**config.mk**
```make
export PLATFORM = sky130hd
export DESIGN_NAME = int_ctrl
export DESIGN_NICKNAME = d
export VERILOG_FILES = /design/src/rtl/int_ctrl.sv
export SDC_FILE = /design/constraint.sdc
export NUM_CORES = 1
export LEC_CHECK = 0
export BUFFER_PORTS_ARGS = -buffer_cell sky130_fd_sc_hd__buf_2
export CORE_MARGIN = 8
export CORE_UTILIZATION = 41
export CTS_BUF_LIST = sky130_fd_sc_hd__clkbuf_16
export CTS_CLUSTER_DIAMETER = 30
export DETAILED_ROUTE_END_ITERATION = 16
export PLACE_DENSITY = 0.76
export SYNTH_ARGS = -nofsm -noshare
export SYNTH_HDL_FRONTEND = slang
export SYNTH_SLANG_ARGS = --single-unit
```
**constraint.sdc**
```tcl
create_clock -name clk -period 1.45 [get_ports clk]
set_input_delay 0.0725 -clock clk [delete_from_list [all_inputs] [get_ports clk]]
set_output_delay 0.0725 -clock clk [all_outputs]
set_load 0.05 [all_outputs]
```
**src/rtl/int_ctrl.sv**
```systemverilog
// Interrupt controller for the P7 CP0: rising-edge capture, mask and global
// enable, one prioritised non-nesting request with ack/eret handshake.
module int_ctrl #(
    parameter int NUM_SRC = 6
) (
    input  logic               clk,
    input  logic               reset,
    input  logic [NUM_SRC-1:0] irq_in,
    input  logic               we,
    input  logic [1:0]         addr,
    input  logic [31:0]        wdata,
    output logic [31:0]        rdata,
    output logic               int_req,
    output logic [2:0]         int_id,
    input  logic               int_ack,
    input  logic               eret
);

    // state   | meaning
    // IDLE    | no request outstanding, looking for an eligible source
    // REQ     | int_req high, int_id frozen, waiting for int_ack
    // SERVICE | handler running, no new request until eret
    typedef enum logic [1:0] {
        IDLE    = 2'd0,
        REQ     = 2'd1,
        SERVICE = 2'd2
    } state_t;

    state_t             state_q, state_d;
    logic [NUM_SRC-1:0] prev_q, prev_d;
    logic [NUM_SRC-1:0] pend_q, pend_d;
    logic [NUM_SRC-1:0] mask_q, mask_d;
    logic               gie_q, gie_d;
    logic               armed_q, armed_d;
    logic               int_req_q, int_req_d;
    logic [2:0]         int_id_q, int_id_d;

    logic [NUM_SRC-1:0] rise, eligible, id_onehot, ack_clr, w1c_clr;
    logic [2:0]         sel;
    logic               id_live, in_service;
    logic               wr_pend, wr_mask, wr_ctrl;
    logic [31:0]        unused_wdata;

    assign unused_wdata = wdata;

    always_comb begin
        wr_pend = we && (addr == 2'd0);
        wr_mask = we && (addr == 2'd1);
        wr_ctrl = we && (addr == 2'd3);
        w1c_clr = wr_pend ? wdata[NUM_SRC-1:0] : '0;

        // The first edge after reset only samples irq_in, so a line already
        // high when reset is released does not look like a fresh rise.
        rise      = armed_q ? (irq_in & ~prev_q) : '0;
        eligible  = gie_q ? (pend_q & mask_q) : '0;
        id_onehot = NUM_SRC'(1) << int_id_q;
        id_live   = gie_q && (|(pend_q & mask_q & id_onehot));

        sel = 3'd0;
        for (int i = NUM_SRC - 1; i >= 0; i--) begin
            if (eligible[i]) sel = 3'(i);
        end
    end

    always_comb begin
        state_d   = state_q;
        int_req_d = int_req_q;
        int_id_d  = int_id_q;
        ack_clr   = '0;
        case (state_q)
            IDLE: begin
                if (|eligible) begin
                    state_d   = REQ;
                    int_req_d = 1'b1;
                    int_id_d  = sel;
                end
            end
            REQ: begin
                if (int_ack) begin
                    ack_clr   = id_onehot;
                    int_req_d = 1'b0;
                    state_d   = SERVICE;
                end else if (!id_live) begin
                    int_req_d = 1'b0;
                    state_d   = IDLE;
                end
            end
            SERVICE: begin
                if (eret) state_d = IDLE;
            end
            default: begin
                state_d   = IDLE;
                int_req_d = 1'b0;
            end
        endcase

        // A rise in the same cycle as any clear wins.
        pend_d  = (pend_q & ~w1c_clr & ~ack_clr) | rise;
        prev_d  = irq_in;
        armed_d = 1'b1;
        mask_d  = wr_mask ? wdata[NUM_SRC-1:0] : mask_q;
        gie_d   = wr_ctrl ? wdata[0] : gie_q;
    end

    always_ff @(posedge clk or negedge reset) begin
        if (!reset) begin
            state_q   <= IDLE;
            prev_q    <= '0;
            pend_q    <= '0;
            mask_q    <= '0;
            gie_q     <= 1'b0;
            armed_q   <= 1'b0;
            int_req_q <= 1'b0;
            int_id_q  <= 3'd0;
        end else begin
            state_q   <= state_d;
            prev_q    <= prev_d;
            pend_q    <= pend_d;
            mask_q    <= mask_d;
            gie_q     <= gie_d;
            armed_q   <= armed_d;
            int_req_q <= int_req_d;
            int_id_q  <= int_id_d;
        end
    end

    assign in_service = (state_q == SERVICE);

    always_comb begin
        rdata = 32'd0;
        case (addr)
            2'd0: rdata = 32'(pend_q);
            2'd1: rdata = 32'(mask_q);
            2'd2: rdata = {27'd0, in_service, int_req_q, int_id_q};
            2'd3: rdata = {31'd0, gie_q};
            default: rdata = 32'd0;
        endcase
    end

    assign int_req = int_req_q;
    assign int_id  = int_id_q;

endmodule

```
======== Yosys cells after proc, flatten, opt, wreduce, memory -nomap -nowiden ========
Index checks and enable logic that the tools add are counted.
word-level totals
  bits in registers ....................... 26
  word-level logic and storage cells ...... 59
cells by class
  shifts and indexed selects .............. 1
  bitwise logic cells ..................... 10
  muxes and demuxes ....................... 21
  eq/ne operators ......................... 8
  reductions and logical operators ........ 11
operator list
  kind                   number
  $pmux W32 S4           1
  $and A6 B6 Y6          5
  $mux W6                5
  $mux W3                6
  $not A6 Y6             3
  $reduce_or A6 Y1       2
  $mux W2                4
  $eq A2 B2 Y1 const B   3
  $or A6 B6 Y6           1
  $pmux W2 S3            1
  $reduce_and A3 Y1      2
  $shl A1 B3 Y6 const A  1
  $eq A2 B1 Y1 const B   2
  $logic_and A1 B1 Y1    4
  $logic_not A2 Y1       2
  $ne A2 B2 Y1 const B   2
  $mux W1                3
  $ne A3 B3 Y1 const B   1
  $pmux W1 S3            1
  $reduce_and A2 Y1      1
  $not A1 Y1             1

======== Logic depth before layout (Yosys ltp) ========
  depth after elaboration ................. 8
  depth in mapped cells ................... 5
  gate-level depth less buffers ........... 4

======== Least setup slack after synthesis ========
Ideal clock, no wire load.
  path type ............................... register to output
  start point ............................. register mask_q[1]
  end point ............................... output rdata[1]
  arrival time ............................ 1.566 ns
  setup slack ............................. -0.189 ns
  cell stages (with the launch flop) ...... 3
  path buffers ............................ 0
  cell sequence ........................... dfrtp_1 mux2i_1 o21ai_0
between the ends
  word-level cells in the longest chain between the ends .. 1
RTL lines
  item                    line  text
  from (decl)             32    logic [NUM_SRC-1:0] mask_q, mask_d;
  from (signal assigned)  119   mask_q <= mask_d;
  $pmux W32 S4            131   case (addr)
  to (decl)               12    output logic [31:0] rdata,
No other way between the ends. The select of a mux whose other input is x is not followed.

======== Worst setup path after layout ========
  start point ............................. register gie_q
  end point ............................... output rdata[0]
between the ends
  word-level cells in the longest chain between the ends .. 1
RTL lines
  item                    line  text
  from (decl)             33    logic gie_q, gie_d;
  from (signal assigned)  120   gie_q <= gie_d;
  $pmux W32 S4            131
No other way between the ends. The select of a mux whose other input is x is not followed.

==> results.md <==
* Sink Count at 26
* Clk pwr share at 0.226
* DRC at 0
* Compound-Gate Fraction of Synth Area at 0.1261
* Top_reg_cell synth: dfrtp_1
* GRT overflow at 0
* Hold Path Stages at 2
* Antenna-violating nets left at 0
* Row Count at 22
* Share of cells above drive strength 1 at 0.3366
* WP data required at 1.38 ns
* Setup TNS at -0.1226 ns
* Slew HR at 0.6115
* Worst flop-to-flop path endpoint: pend_q[4]$_DFF_PN0_
* First-pass GRT wire length at about 6 mm
* Kind of critical path: reg -> out
* Worst Setup End Kind: primary output
* Post-route setup slack at -0.06683 ns
* Reg2reg setup slack at -0.02 ns
* Placed cell count at around 230
* Die area at 0.006058 sq mm
* Pin count of the biggest net entering global routing at 27
* Worst-skew pair later-pin latency at 0.26 ns
* Final instance area at between 0.0015 and 0.002 sq mm
* Switching Share at 0.4096
* Initial antenna violation count at 0
* Fmax at 659.3 MHz
* Vias at roughly 1200
* Post-synth ARST share at 1.000
* Int Power at 0.002100 W
* Area grow syn2layout at 25.38%
* Hold path endpoint: mask_q[4]$_DFFE_PN0P_
* DR iter-0 viols at 101
* Minimum clock period at 1.517 ns
* DIE HEIGHT at 77.84 um
* MaxCap Viol Count at 0
* Crit-path max FO at 2
* CTS tree: built
* PortBufs at 28
* Pleak at 0.9062 nW
* First-pass iteration count of the detailed router at 4
* RePlAce Congestion at 0.8913
* Die width at 77.84 um
* Filler cells at about 350
* Initial Util at 0.4282
* RSZ-0062 raised after global routing: true
* Hold Slack at 0.05766 ns
* # H-tree levels at 1
* Io pins at 81
* Least-Margin Pin Slew at 0.5828 ns
* Seq pwr share at 0.331
* Max clock buf depth at 2
* Multiplexer area fraction after synthesis at 0.1093
* Simple-gate share of the synthesized area at 0.1995
* Startpoint Class: flip-flop
* Total Wirelength at about 3.7 mm
* Post-synth top cells: buf_4 (28), nand2_1 (27), dfrtp_1 (26), mux2_2 (8), nand3b_1 (7)
* Sw power at 0.001457 W
* Sequential fraction of the synthesis area at 0.4150
* Distinct cells, synth at 38
* Routed WL per cell at 14.73 um
* Post-synthesis adder-cell area fraction at 0
* Hold Vio Cnt, Final at 0
* #FFs+latches synth at 26
* Pwr Density at 1809 mW/mm^2
* Finish-stage setup viols at 4
* Tot GR Track Use at 0.1211
* Worst vdd rail ir drop at 900.8 uV
* Area contributors post-synth: dfrtp_1 (42%), buf_4 (13%), nand2_1 (6.5%)
* Status: finished, violations left
* Post-Place Cell Area at between 0.0015 and 0.002 sq mm
* Clk_skew at just over 0.004 ns
* Dominant cell type by area after synthesis: dfrtp_1
* Post-Synth XOR/XNOR Area at 0
* Largest family of logic cells by synthesized area: simple AND/OR/NAND/NOR gates
* Top-area cell type share of the netlist area at 0.4150
* Worst Hold Class: in -> reg
* DP HPWL at 2.770 mm
* Synth Cell Area at 0.001568 sq mm
* Failing checks: negative setup slack
* Detail-routed via count per cell at 4.872
* Hold Crit Start: wdata[4]
* Most numerous cell in the Yosys netlist: buf_4
* Total Power at ~0.0036 W
* Clock Tree Root: clkbuf_16
* WP data arrival at 1.44 ns
* Vias in the first global route at 1278
* Mapped Cells at 155
* Inserted Clock Buffers at 3
* Number of flops mapped to enable cells by yosys at 0
* # nets final at 248
* Combinational power share at 0.443
* Ys Warns at 0
* Mean post-synth cell area at 10.11 sq um
* Fin crit share at 1.046
* Clock slew at reported path FFs at 0.06 ns
* Final Max Tran Viols at 0
* Fin cells at 250
* ANT cells at 0
* R2R depth at 4
* Core area at 0.003661 sq mm
* Reg-to-Reg Start: state_q[1]$_DFFE_PN0P_
metrics by stage:
step	utilization	worst slack [ns]
3_3_place_gp	0.4634	0.01167
6_report	0.5369	-0.06683
5_1_grt	0.5369	-0.09638
4_1_cts	0.5256	-0.07008
2_1_floorplan	-	-0.04240
3_5_place_dp	0.4634	-0.001237
logic make-up (layout without fill, tap and decap cells):
logic type,count (synthesis),in the layout
other,2,27
AND/OR/NAND/NOR,58,58
buffers and inverters,32,54
multiplexers,14,14
AO/OA/AOI/OAI,23,23
flip-flops,26,26
worst max-delay path, stage by stage (launching register included):
cell and delay [ns]:
dfrtp_1 0.39, buf_6 0.12, mux4_2 0.50, buf_8 0.17
cells in the final DEF (no fill, tap or decap), types with 3 or more instances in the layout:
cell type,count
clkbuf_16,3
buf_6,3
nand3_1,4
dlygate4sd3_1,8
o21ai_1,4
nand4_1,3
mux2i_1,4
dfrtp_1,23
dfrtp_2,3
buf_2,26
nor2b_1,3
nand2_1,27
buf_4,10
nand3b_1,7
conb_1,27
nor2_1,4
mux2_2,7
layout make-up:
type                            instances  area, sq um  share of cell area
Timing Repair Buffer                   48        334.1              0.1700
Clock buffer                            3        75.07             0.03819
Tap cell                               48        60.06             0.03055
Sequential cell                        26        654.4              0.3329
Inverter                                2        7.507            0.003819
Clock inverter                          1        30.03             0.01528
Multi-Input combinational cell        122        804.5              0.4093
routing by layer:
layer | vias up | global-route usage | wire length [um] | part of all wire
met2 | 48 | 0.2013 | 1805 | 0.49
met5 | - | 0 | 0 | 0
li1 | 590 | - | - | -
met1 | 576 | 0.1444 | 1502 | 0.41
met4 | 0 | 0.04151 | 38 | 0.010
met3 | 4 | 0.03687 | 335 | 0.091
timing repair:
action                                  in CTS  in global routing
hold buffers                                 8                  0
resized for setup                            7                  6
endpoints found under the setup margin       3                  7
hold endpoints to repair                    33                  0
pin swaps                                    0                  3
buffers inserted                             2                  3
state kept, by name, indices dropped and copies added, names as in the netlist:
signal   cells
mask_q       6
pend_q       6
prev_q       6
int_id       3
state_q      2
armed_q      1
gie_q        1
int_req      1
power by group through the flow:
stage          clock, W  sequential (W)  combinational, W
2_1_floorplan         0         0.00126          0.000978
3_3_place_gp          0         0.00116           0.00139
3_5_place_dp          0         0.00117           0.00140
4_1_cts        0.000817         0.00116           0.00150
5_1_grt        0.000844         0.00121           0.00169
6_report       0.000804         0.00118           0.00157
worst max path at each step:
stage	from	to	slack [ns]	cells past startpoint
2_1_floorplan	int_id[1]$_DFFE_PN0P_	rdata[1]	-0.04	3
3_3_place_gp	state_q[1]$_DFFE_PN0P_	int_id[0]$_DFFE_PN0P_	0.01	3
3_5_place_dp	state_q[1]$_DFFE_PN0P_	int_id[0]$_DFFE_PN0P_	-0.001	3
4_1_cts	gie_q$_DFFE_PN0P_	rdata[0]	-0.07	3
5_1_grt	gie_q$_DFFE_PN0P_	rdata[0]	-0.1	3
6_report	gie_q$_DFFE_PN0P_	rdata[0]	-0.07	3
Power figures use the tool's default switching activity.
